## src/rtl/jpeg_pkg.sv

```systemverilog
// Shared constants, types and the zigzag-to-raster map for the JPEG quantize/zigzag stage.
package jpeg_pkg;
  localparam int COEF_W  = 8;
  localparam int RECIP_W = 17;
  localparam int FRAC_W  = 16;

  typedef logic signed [COEF_W-1:0] coef_t;
  typedef logic [RECIP_W-1:0]       recip_t;
  typedef logic [5:0]               idx_t;

  typedef enum logic [1:0] {IDLE, BUSY, DRAIN} state_t;

  // Zigzag index k -> raster position (row*8+col)
  localparam idx_t ZIGZAG [64] = '{
    6'd0,  6'd1,  6'd8,  6'd16, 6'd9,  6'd2,  6'd3,  6'd10,
    6'd17, 6'd24, 6'd32, 6'd25, 6'd18, 6'd11, 6'd4,  6'd5,
    6'd12, 6'd19, 6'd26, 6'd33, 6'd40, 6'd48, 6'd41, 6'd34,
    6'd27, 6'd20, 6'd13, 6'd6,  6'd7,  6'd14, 6'd21, 6'd28,
    6'd35, 6'd42, 6'd49, 6'd56, 6'd57, 6'd50, 6'd43, 6'd36,
    6'd29, 6'd22, 6'd15, 6'd23, 6'd30, 6'd37, 6'd44, 6'd51,
    6'd58, 6'd59, 6'd52, 6'd45, 6'd38, 6'd31, 6'd39, 6'd46,
    6'd53, 6'd60, 6'd61, 6'd54, 6'd47, 6'd55, 6'd62, 6'd63
  };
endpackage

```

## src/rtl/jpeg_quant_zigzag_if.sv

```systemverilog
// Block input, table write and coefficient output stream of the quantize/zigzag stage.
interface jpeg_quant_zigzag_if;
  import jpeg_pkg::*;

  logic                  blk_valid;
  logic                  blk_ready;
  logic [64*COEF_W-1:0]  blk_coef;
  logic                  qt_wr_en;
  idx_t                  qt_addr;
  recip_t                qt_data;
  logic                  out_valid;
  logic                  out_ready;
  coef_t                 out_coef;
  idx_t                  out_idx;
  logic                  out_last;

  modport master (
    output blk_valid, blk_coef, qt_wr_en, qt_addr, qt_data, out_ready,
    input  blk_ready, out_valid, out_coef, out_idx, out_last
  );

  modport slave (
    input  blk_valid, blk_coef, qt_wr_en, qt_addr, qt_data, out_ready,
    output blk_ready, out_valid, out_coef, out_idx, out_last
  );
endinterface

```

## src/rtl/jpeg_quant_mul.sv

```systemverilog
// Sign-magnitude multiply by a fixed-point reciprocal, round half away from zero, saturate.
module jpeg_quant_mul
  import jpeg_pkg::*;
(
  input  coef_t  coef,
  input  recip_t recip,
  output coef_t  q
);
  localparam int MAG_W  = COEF_W + 1;
  localparam int PROD_W = MAG_W + RECIP_W;
  localparam int R_W    = PROD_W - FRAC_W;
  localparam coef_t      Q_MAX = coef_t'((2 ** (COEF_W - 1)) - 1);
  localparam coef_t      Q_MIN = coef_t'(-(2 ** (COEF_W - 1)));
  localparam logic [R_W-1:0] R_POS_LIM = R_W'((2 ** (COEF_W - 1)) - 1);
  localparam logic [R_W-1:0] R_NEG_LIM = R_W'(2 ** (COEF_W - 1));

  logic                    neg;
  logic signed [MAG_W-1:0] ext;
  logic [MAG_W-1:0]        mag;
  logic [PROD_W-1:0]       prod;
  logic [PROD_W-1:0]       rnd;
  logic [R_W-1:0]          r;
  logic [R_W-1:0]          r_neg;

  always_comb begin
    neg   = coef[COEF_W-1];
    ext   = {coef[COEF_W-1], coef};
    mag   = neg ? $unsigned(-ext) : $unsigned(ext);
    prod  = PROD_W'(mag) * PROD_W'(recip);
    // Rounding on the magnitude makes ties go away from zero for both signs
    rnd   = prod + (PROD_W'(1) << (FRAC_W - 1));
    r     = rnd[PROD_W-1:FRAC_W];
    r_neg = -r;
    q     = '0;
    if (neg) begin
      q = (r > R_NEG_LIM) ? Q_MIN : coef_t'(r_neg[COEF_W-1:0]);
    end else begin
      q = (r > R_POS_LIM) ? Q_MAX : coef_t'(r[COEF_W-1:0]);
    end
  end
endmodule

```

## src/rtl/jpeg_quant_zigzag.sv

```systemverilog
// Captures an 8x8 raster block, quantizes by a reciprocal table and streams it in zigzag order.
module jpeg_quant_zigzag
  import jpeg_pkg::*;
(
  input  logic                clock,
  input  logic                reset_n,
  jpeg_quant_zigzag_if.slave  bus
);
  coef_t  buffer  [64];
  recip_t table_q [64];
  state_t state;
  idx_t   k;
  idx_t   raster;
  coef_t  q;
  logic   accept;
  logic   advance;

  assign raster  = ZIGZAG[k];
  assign accept  = (state == IDLE) && bus.blk_valid && bus.blk_ready;
  assign advance = (state == BUSY) && (!bus.out_valid || bus.out_ready);

  jpeg_quant_mul u_mul (
    .coef  (buffer[raster]),
    .recip (table_q[raster]),
    .q     (q)
  );

  // Table and block storage carry no reset; software reloads the table
  always_ff @(posedge clock) begin
    if (state == IDLE && bus.qt_wr_en) begin
      table_q[bus.qt_addr] <= bus.qt_data;
    end
    if (accept) begin
      for (int unsigned p = 0; p < 64; p++) begin
        buffer[p] <= bus.blk_coef[p*COEF_W +: COEF_W];
      end
    end
  end

  always_ff @(posedge clock or negedge reset_n) begin
    if (!reset_n) begin
      state         <= IDLE;
      k             <= '0;
      bus.blk_ready <= 1'b0;
      bus.out_valid <= 1'b0;
      bus.out_coef  <= '0;
      bus.out_idx   <= '0;
      bus.out_last  <= 1'b0;
    end else begin
      case (state)
        IDLE: begin
          bus.blk_ready <= 1'b1;
          if (accept) begin
            bus.blk_ready <= 1'b0;
            k             <= '0;
            state         <= BUSY;
          end
        end
        BUSY: begin
          if (advance) begin
            bus.out_coef  <= q;
            bus.out_idx   <= k;
            bus.out_last  <= (k == 6'd63);
            bus.out_valid <= 1'b1;
            k             <= k + idx_t'(1);
            if (k == 6'd63) state <= DRAIN;
          end
        end
        DRAIN: begin
          if (bus.out_valid && bus.out_ready) begin
            bus.out_valid <= 1'b0;
            bus.out_last  <= 1'b0;
            bus.blk_ready <= 1'b1;
            state         <= IDLE;
          end
        end
        default: state <= IDLE;
      endcase
    end
  end
endmodule

```

## src/flat_wrapper.sv

```systemverilog
// flat-port wrapper written by rule: the top's interface ports become plain ports
module jpeg_quant_zigzag_flat import jpeg_pkg::*;
  (clock, reset_n, bus_blk_valid, bus_blk_coef, bus_qt_wr_en, bus_qt_addr, bus_qt_data, bus_out_ready, bus_blk_ready, bus_out_valid, bus_out_coef, bus_out_idx, bus_out_last);
  jpeg_quant_zigzag_if bus_i ();
  input  logic clock;
  input  logic reset_n;
  input wire logic [$bits(bus_i.blk_valid)-1:0] bus_blk_valid;
  input wire logic [$bits(bus_i.blk_coef)-1:0] bus_blk_coef;
  input wire logic [$bits(bus_i.qt_wr_en)-1:0] bus_qt_wr_en;
  input wire logic [$bits(bus_i.qt_addr)-1:0] bus_qt_addr;
  input wire logic [$bits(bus_i.qt_data)-1:0] bus_qt_data;
  input wire logic [$bits(bus_i.out_ready)-1:0] bus_out_ready;
  output wire logic [$bits(bus_i.blk_ready)-1:0] bus_blk_ready;
  output wire logic [$bits(bus_i.out_valid)-1:0] bus_out_valid;
  output wire logic [$bits(bus_i.out_coef)-1:0] bus_out_coef;
  output wire logic [$bits(bus_i.out_idx)-1:0] bus_out_idx;
  output wire logic [$bits(bus_i.out_last)-1:0] bus_out_last;
  assign bus_i.blk_valid = bus_blk_valid;
  assign bus_i.blk_coef = bus_blk_coef;
  assign bus_i.qt_wr_en = bus_qt_wr_en;
  assign bus_i.qt_addr = bus_qt_addr;
  assign bus_i.qt_data = bus_qt_data;
  assign bus_i.out_ready = bus_out_ready;
  assign bus_blk_ready = bus_i.blk_ready;
  assign bus_out_valid = bus_i.out_valid;
  assign bus_out_coef = bus_i.out_coef;
  assign bus_out_idx = bus_i.out_idx;
  assign bus_out_last = bus_i.out_last;
  jpeg_quant_zigzag u_core (.clock(clock), .reset_n(reset_n), .bus(bus_i));
endmodule
```

## config.mk

```make
export PLATFORM = sky130hd
export DESIGN_NAME = jpeg_quant_zigzag_flat
export DESIGN_NICKNAME = d
export VERILOG_FILES = /design/src/rtl/jpeg_pkg.sv /design/src/rtl/jpeg_quant_zigzag_if.sv /design/src/rtl/jpeg_quant_mul.sv /design/src/rtl/jpeg_quant_zigzag.sv /design/src/flat_wrapper.sv
export SDC_FILE = /design/constraint.sdc
export NUM_CORES = 2
export LEC_CHECK = 0
export CAP_MARGIN = 20
export CORE_MARGIN = 4
export CORE_UTILIZATION = 53
export CTS_CLUSTER_SIZE = 8
export DETAILED_ROUTE_END_ITERATION = 6
export PLACE_DENSITY = 0.84
export SKIP_LAST_GASP = 1
export SYNTH_ARGS = -nofsm -noshare
export SYNTH_HDL_FRONTEND = slang
export SYNTH_SLANG_ARGS = --single-unit
export TNS_END_PERCENT = 5
```

## constraint.sdc

```tcl
create_clock -name clock -period 17.1 [get_ports clock]
set_input_delay 3.42 -clock clock [delete_from_list [all_inputs] [get_ports clock]]
set_output_delay 3.42 -clock clock [all_outputs]
set_load 0.02 [all_outputs]
```

-- Word level (Yosys, flattened, before mapping)
Memories as Yosys holds them, arrays and structs flattened.
Cells that the tools add are included.
- memories: 3
- memory bits (read-only): 384
- RAM bits: 1600
- input port bits: 540
- logic and storage cells: 68
- register bits: 25
- output and inout bits: 17
- $lt $le $gt $ge: 3
- eq/ne operators: 7
- $mul: 1
- reduce and logical (&&, ||, !) cells: 16
- bitwise operators: 1
- mux-type cells: 26
- $add $sub $neg: 4
- memories (name ; depth ; width ; rd ports ; clocked after Yosys merged registers in ; write ports ; line ; source):
    u_core.table_q ; 64 ; 17 ; 1 ; 0 ; 1 ; jpeg_quant_zigzag.sv:10 ; recip_t table_q [64];
    u_core.buffer ; 64 ; 8 ; 1 ; 0 ; 64 ; jpeg_quant_zigzag.sv:9 ; coef_t buffer [64];
    (no name shown) ; 64 ; 6 ; 1 ; 0 ; 0 ; jpeg_quant_zigzag.sv:18 ; assign raster = ZIGZAG[k];
- operator list (cell ; count):
    adder 26 x 16 -> 26 bit, second input constant ; 1
    multiplier 9 x 17 -> 26 bit ; 1
    two-way mux 6 bit ; 4
    two-way mux 8 bit ; 3
    one-hot mux 6 bit (2 select lines) ; 1
    greater-than comparator 10 x 7 -> 1 bit, second input constant ; 1
    greater-than comparator 10 x 8 -> 1 bit, second input constant ; 1
    two-way mux 1 bit ; 9
    two-way mux 9 bit ; 1
    negator 8 -> 9 bit ; 1
    two-way mux 2 bit ; 4
    negator 8 bit ; 1
    greater-or-equal comparator 7 bit, second input constant ; 1
    inverter 6 -> 7 bit ; 1
    adder 6 x 1 -> 6 bit, second input constant ; 1
    equality test 6 bit, second input constant ; 1
    != test 2 x 1 -> 1 bit, second input constant ; 3
    one-hot mux 1 bit (2 select lines) ; 3
    one-hot mux 2 bit (3 select lines) ; 1
    AND reduction 3 bit ; 2
    nonzero test 2 bit ; 3
    logical AND 1 bit ; 5
    AND reduction 2 bit ; 2
    AND reduction 4 bit ; 1
    other kinds (6) ; 6

-- Longest topological paths before layout
An unclocked memory read counts as a cell.
- word-level depth: 12
- depth in mapped cells: 48
- gate-level depth less buffers: 42

-- Modules after synthesis
From an unflattened synthesis, not the netlist that was laid out.
- cell total of the unflattened synthesis: 4880
- area total of the unflattened synthesis: 69070.0 um^2
- modules (own cells, without submodules) (module ; area an instance (um^2) ; instances ; cells an instance ; seq. area each (um^2)):
    jpeg_quant_zigzag ; 64066.4 ; 1 ; 4315 ; 48671.7
    jpeg_quant_mul ; 5003.5 ; 1 ; 565 ; 0.0

-- Least setup slack after synthesis
Ideal clock, no wire load.
- path type: in2reg
- start point: input bus_blk_valid
- end point: register u_core.k[4]
- arrival time: 19427 ps
- data required time: 16953 ps
- setup time: 147 ps
- stages: 5
- buffers on the path: 1
- slack: -2473 ps
- path through: and3_1 clkbuf_1 nor2_1 o21ai_0 o41ai_1
- word-level cells in the longest chain between the ends: 4
- ends and longest elaborated chain (what ; line ; source):
    start: declaration ; flat_wrapper.sv:7 ; input wire logic [$bits(bus_i.blk_valid)-1:0] bus_blk_valid;
    logical AND 1 bit (2 in a row) ; jpeg_quant_zigzag.sv:19 ; assign accept = (state == IDLE) && bus.blk_valid && bus.blk_ready;
    named net u_core.accept ; jpeg_quant_zigzag.sv:15 ; logic accept;
    != test 2 x 1 -> 1 bit (no line) ; -- ;
    AND reduction 3 bit (no line) ; -- ;
    end signal: assignment ; jpeg_quant_zigzag.sv:65 ; k <= k + idx_t'(1);
    end: declaration ; jpeg_quant_zigzag.sv:12 ; idx_t k;
The timed path passes the listed nets, and every way through them passes these cells.
A chain may end at the register's enable or synchronous reset.

-- Worst setup path in the final report
- start point: register u_core.k[3]
- end point: register u_core.bus.out_coef[0]
- word-level cells in the longest chain between the ends: 12
- elaborated cells on any way between the ends: 16
- classes of those cells: 3 x add/sub; 1 x mul; 2 x order compare; 6 x mux; 1 x bitwise; 3 x memory
- ends and longest elaborated chain (what ; line ; source):
    inverter 6 -> 7 bit (not written as such) (*) ; jpeg_quant_zigzag.sv:18 ;
    memory read (64 x 6 bit) (*) ; -- ;
    two-way mux 6 bit (not written as such) (*) (2 in a row) ; jpeg_quant_zigzag.sv:18 ;
    memory read (64 x 8 bit) ; -- ;
    negator 8 -> 9 bit ; jpeg_quant_mul.sv:28 ; mag = neg ? $unsigned(-ext) : $unsigned(ext);
    two-way mux 9 bit ; jpeg_quant_mul.sv:28 ;
    multiplier 9 x 17 -> 26 bit ; jpeg_quant_mul.sv:29 ; prod = PROD_W'(mag) * PROD_W'(recip);
    adder 26 x 16 -> 26 bit ; jpeg_quant_mul.sv:31 ; rnd = prod + (PROD_W'(1) << (FRAC_W - 1));
    negator 8 bit (tied with other cells) ; jpeg_quant_mul.sv:33 ; r_neg = -r;
    two-way mux 8 bit (on tied branches) ; jpeg_quant_mul.sv:36, jpeg_quant_mul.sv:38 ;
    two-way mux 8 bit (*) ; jpeg_quant_mul.sv:35 ; if (neg) begin
    end signal: assignment ; jpeg_quant_zigzag.sv:61 ; bus.out_coef <= q;
    end: declaration ; jpeg_quant_zigzag_if.sv:24 ; output blk_ready, out_valid, out_coef, out_idx, out_last
Mark *: on every way between the ends. The rest lies on a longest branch, timed or not. The select of a mux whose other input is x is not followed.

==> flow_summary.toml <==
[worst_setup_path]
crit_fanout = 47
crit_family = "compound AO/OA/AOI/OAI gates"
critPathKind = "flop to flop"
crit_cells = 33
r2r_cells = 33
cp-end-kind = "flop"
max_stage_delay_ns = 1.05
critPathArrivalTime_ns = 13.34
cp-start-kind = "flop"
crit_required_ns = 17.78
cp_num_buf_inv = 3
path_common_cell = "a21oi_1"
slowest_stage = "dfrtp_1"

[route]
vias = 52008
first_iter_violations = 9155
drt-total-wl_um = 221000
dr.pass1.iters = 7
detail_route.vias_per_cell = 6.37
drc_errors = 0
ant_nets = 0
wire_per_inst_um = 27.1

[floorplanning]
die_w_um = 374
fp.dieH_um = 374
start_util = 0.536
rows = 133
die_area_um2 = 140000
io_pins = 557
core_area_um2 = 132000

[synthesis]
syn_area_per_cell_um2 = 12.3
synth-seq-area-share = 0.687
ys_ff_latch = 1625
synth-edff-count = 1600
ys_dominant_reg_cell = "edfxtp_1"
synthArstFlopShare = 0.0154
yosys_warnings = 0
synth_cell_types = 96
synthCells = 5747
synth_area_um2 = 70900

[finish]
drive_gt1_frac = 0.0710
layout.area.seq_um2 = 48700
final_nets = 7033
final_common_cell = "edfxtp_1"
final_cell_area_um2 = 84400
utilization = 0.639
layout_common_cells = "1600 x edfxtp_1, 1579 x nand2_1, 1062 x nand3_1"
multi_input_area_um2 = 20400
area_growth_pct = 19.0
n_fill_cell = 9029

[sta]
rsz0062_at_grt = "no"
setup_violations = 0
timing.clock.skew_ns = 0.0502
worst-slew-pin-transition_ns = 1.24
finalCriticalPeriod_ns = 12.66
whs_ns = 0.490
max_freq_mhz = 79.0
finalCritPeriodShare = 0.741
relSlewSlack = 0.173
hold_viol = 0
fin_tns_setup_ns = 0
maxSlewViolCount = 0

[outcome]
status = "complete, no violations"

[min_path]
hold_path_depth = 2
hp-class = "flop to flop"

[clock_network]
cts_buffer_depth = 3
cts_setup_buffers = 0
cts-root-buf = "clkbuf_16"
cts.sinks = 1625
ctsResizeCount = 0
path_clk_slew_ns = 0.05
htree_levels = 4
clk_latency_ns = 0.84
postCtsHoldBufs = 0
cts_tree = "built"
cts-buffers-inserted = 222

[global_routing]
grt.overflow.total = 0
grt_pass1_vias = 49998
gr-usage-all-layers = 0.306
grt_pass1_wl_um = 321000
antenna_found_initial = 77
grt_max_degree = 194

[placement]
placed_cell_area_um2 = 78200
place.gp.congestion = 0.953
dp_hpwl_um = 133000
io_buffers = 556

[job]
maxCapViolCount = 0
-- cells in the mapped netlist, drive strengths merged (12+ instances only) --
cell type,number,share of area
edfxtp,1600,0.68
nand2,1581,0.084
nand3,1063,0.075
clkbuf,194,0.010
buf,178,0.013
nor2,122,0.0067
a311oi,110,0.014
fa,105,0.030
inv,97,0.0051
ha,79,0.014
a21oi,61,0.0043
nor2b,57,0.0050
mux2i,55,0.0078
nand4,49,0.0043
and3,48,0.0042
a31oi,32,0.0031
o21ai,32,0.0023
nand2b,27,0.0024
dfrtp,25,0.0088
and2,22,0.0019
nor3,16,0.0013
mux2,13,0.0021
o2111ai,12,0.0017
-- worst register-to-register path: cells and delay by family, from the launching register on --
kind / cells / cell delay [ns]
adders and majority gates: 6 / 2.65
DFF: 1 / 1.05
and+or+nand+nor: 9 / 2.74
AOI/OAI and AO/OA: 15 / 4.37
buffers and inverters: 3 / 1.72
-- metal layers --
layer	vias up	track usage	routed length (µm)
met3	774	0.0928	31400
met5	-	0	238
met2	4362	0.469	102000
li1	21862	-	-
met1	24974	0.396	75600
met4	36	0.157	12100
-- cell type report --
class / count / share of cell area
inverter: 97 / 0.00432
tap: 1755 / 0.0260
timing repair buffer: 695 / 0.0790
clock buffer: 252 / 0.0677
multi-input combinational: 3668 / 0.241
clock inverter: 15 / 0.00301
sequential: 1625 / 0.577
antenna: 63 / 0.00187
-- path summary, 6_finish.rpt --
check	slack [ns]	from	endpoint
worst max-delay path	4.44	u_core.k[3]$_DFFE_PN0P_	u_core.bus.out_coef[0]$_DFFE_PN0P_
worst min-delay path	0.49	u_core.bus.out_idx[1]$_DFFE_PN0P_	u_core.bus.out_idx[1]$_DFFE_PN0P_
worst max register to register	4.44	u_core.k[3]$_DFFE_PN0P_	u_core.bus.out_coef[0]$_DFFE_PN0P_
worst min register to register	0.49	u_core.bus.out_idx[1]$_DFFE_PN0P_	u_core.bus.out_idx[1]$_DFFE_PN0P_
max in group asynchronous	13.79	reset_n	u_core.bus.out_coef[2]$_DFFE_PN0P_
min in group asynchronous	3.01	reset_n	u_core.bus.out_coef[1]$_DFFE_PN0P_
-- flip-flops by register name (all words and copies together), names as in the netlist --
name                  flops
u_core.bus.out_last       1
u_core.k                  6
u_core.bus.out_coef       8
u_core.bus.out_valid      1
u_core.state              2
u_core.bus.out_idx        6
u_core.buffer           512
u_core.table_q         1088
u_core.bus.blk_ready      1
-- cell families after synthesis --
| kind of cell | Yosys count | synth area share |
|---|---|---|
| compound gates | 354 | 0.0384 |
| xor+xnor | 20 | 0.00258 |
| fa+ha+maj | 184 | 0.0436 |
| buf+inv | 469 | 0.0283 |
| flops | 1625 | 0.687 |
| mux | 75 | 0.0121 |
| other cells | 2 | 0.000106 |
| simple gates | 3018 | 0.188 |
-- through the flow --
stage | setup slack, ns | cells
2_1_floorplan | 5.88 | 5762
3_3_place_gp | 5.02 | 7836
3_5_place_dp | 4.77 | 7836
4_1_cts | 4.73 | 8103
5_1_grt | 3.89 | 8161
6_report | 4.44 | 8170
Power is left out: the tool's default activity adds up to more than one toggle a clock period on the data nets, which glitch-free logic cannot reach.
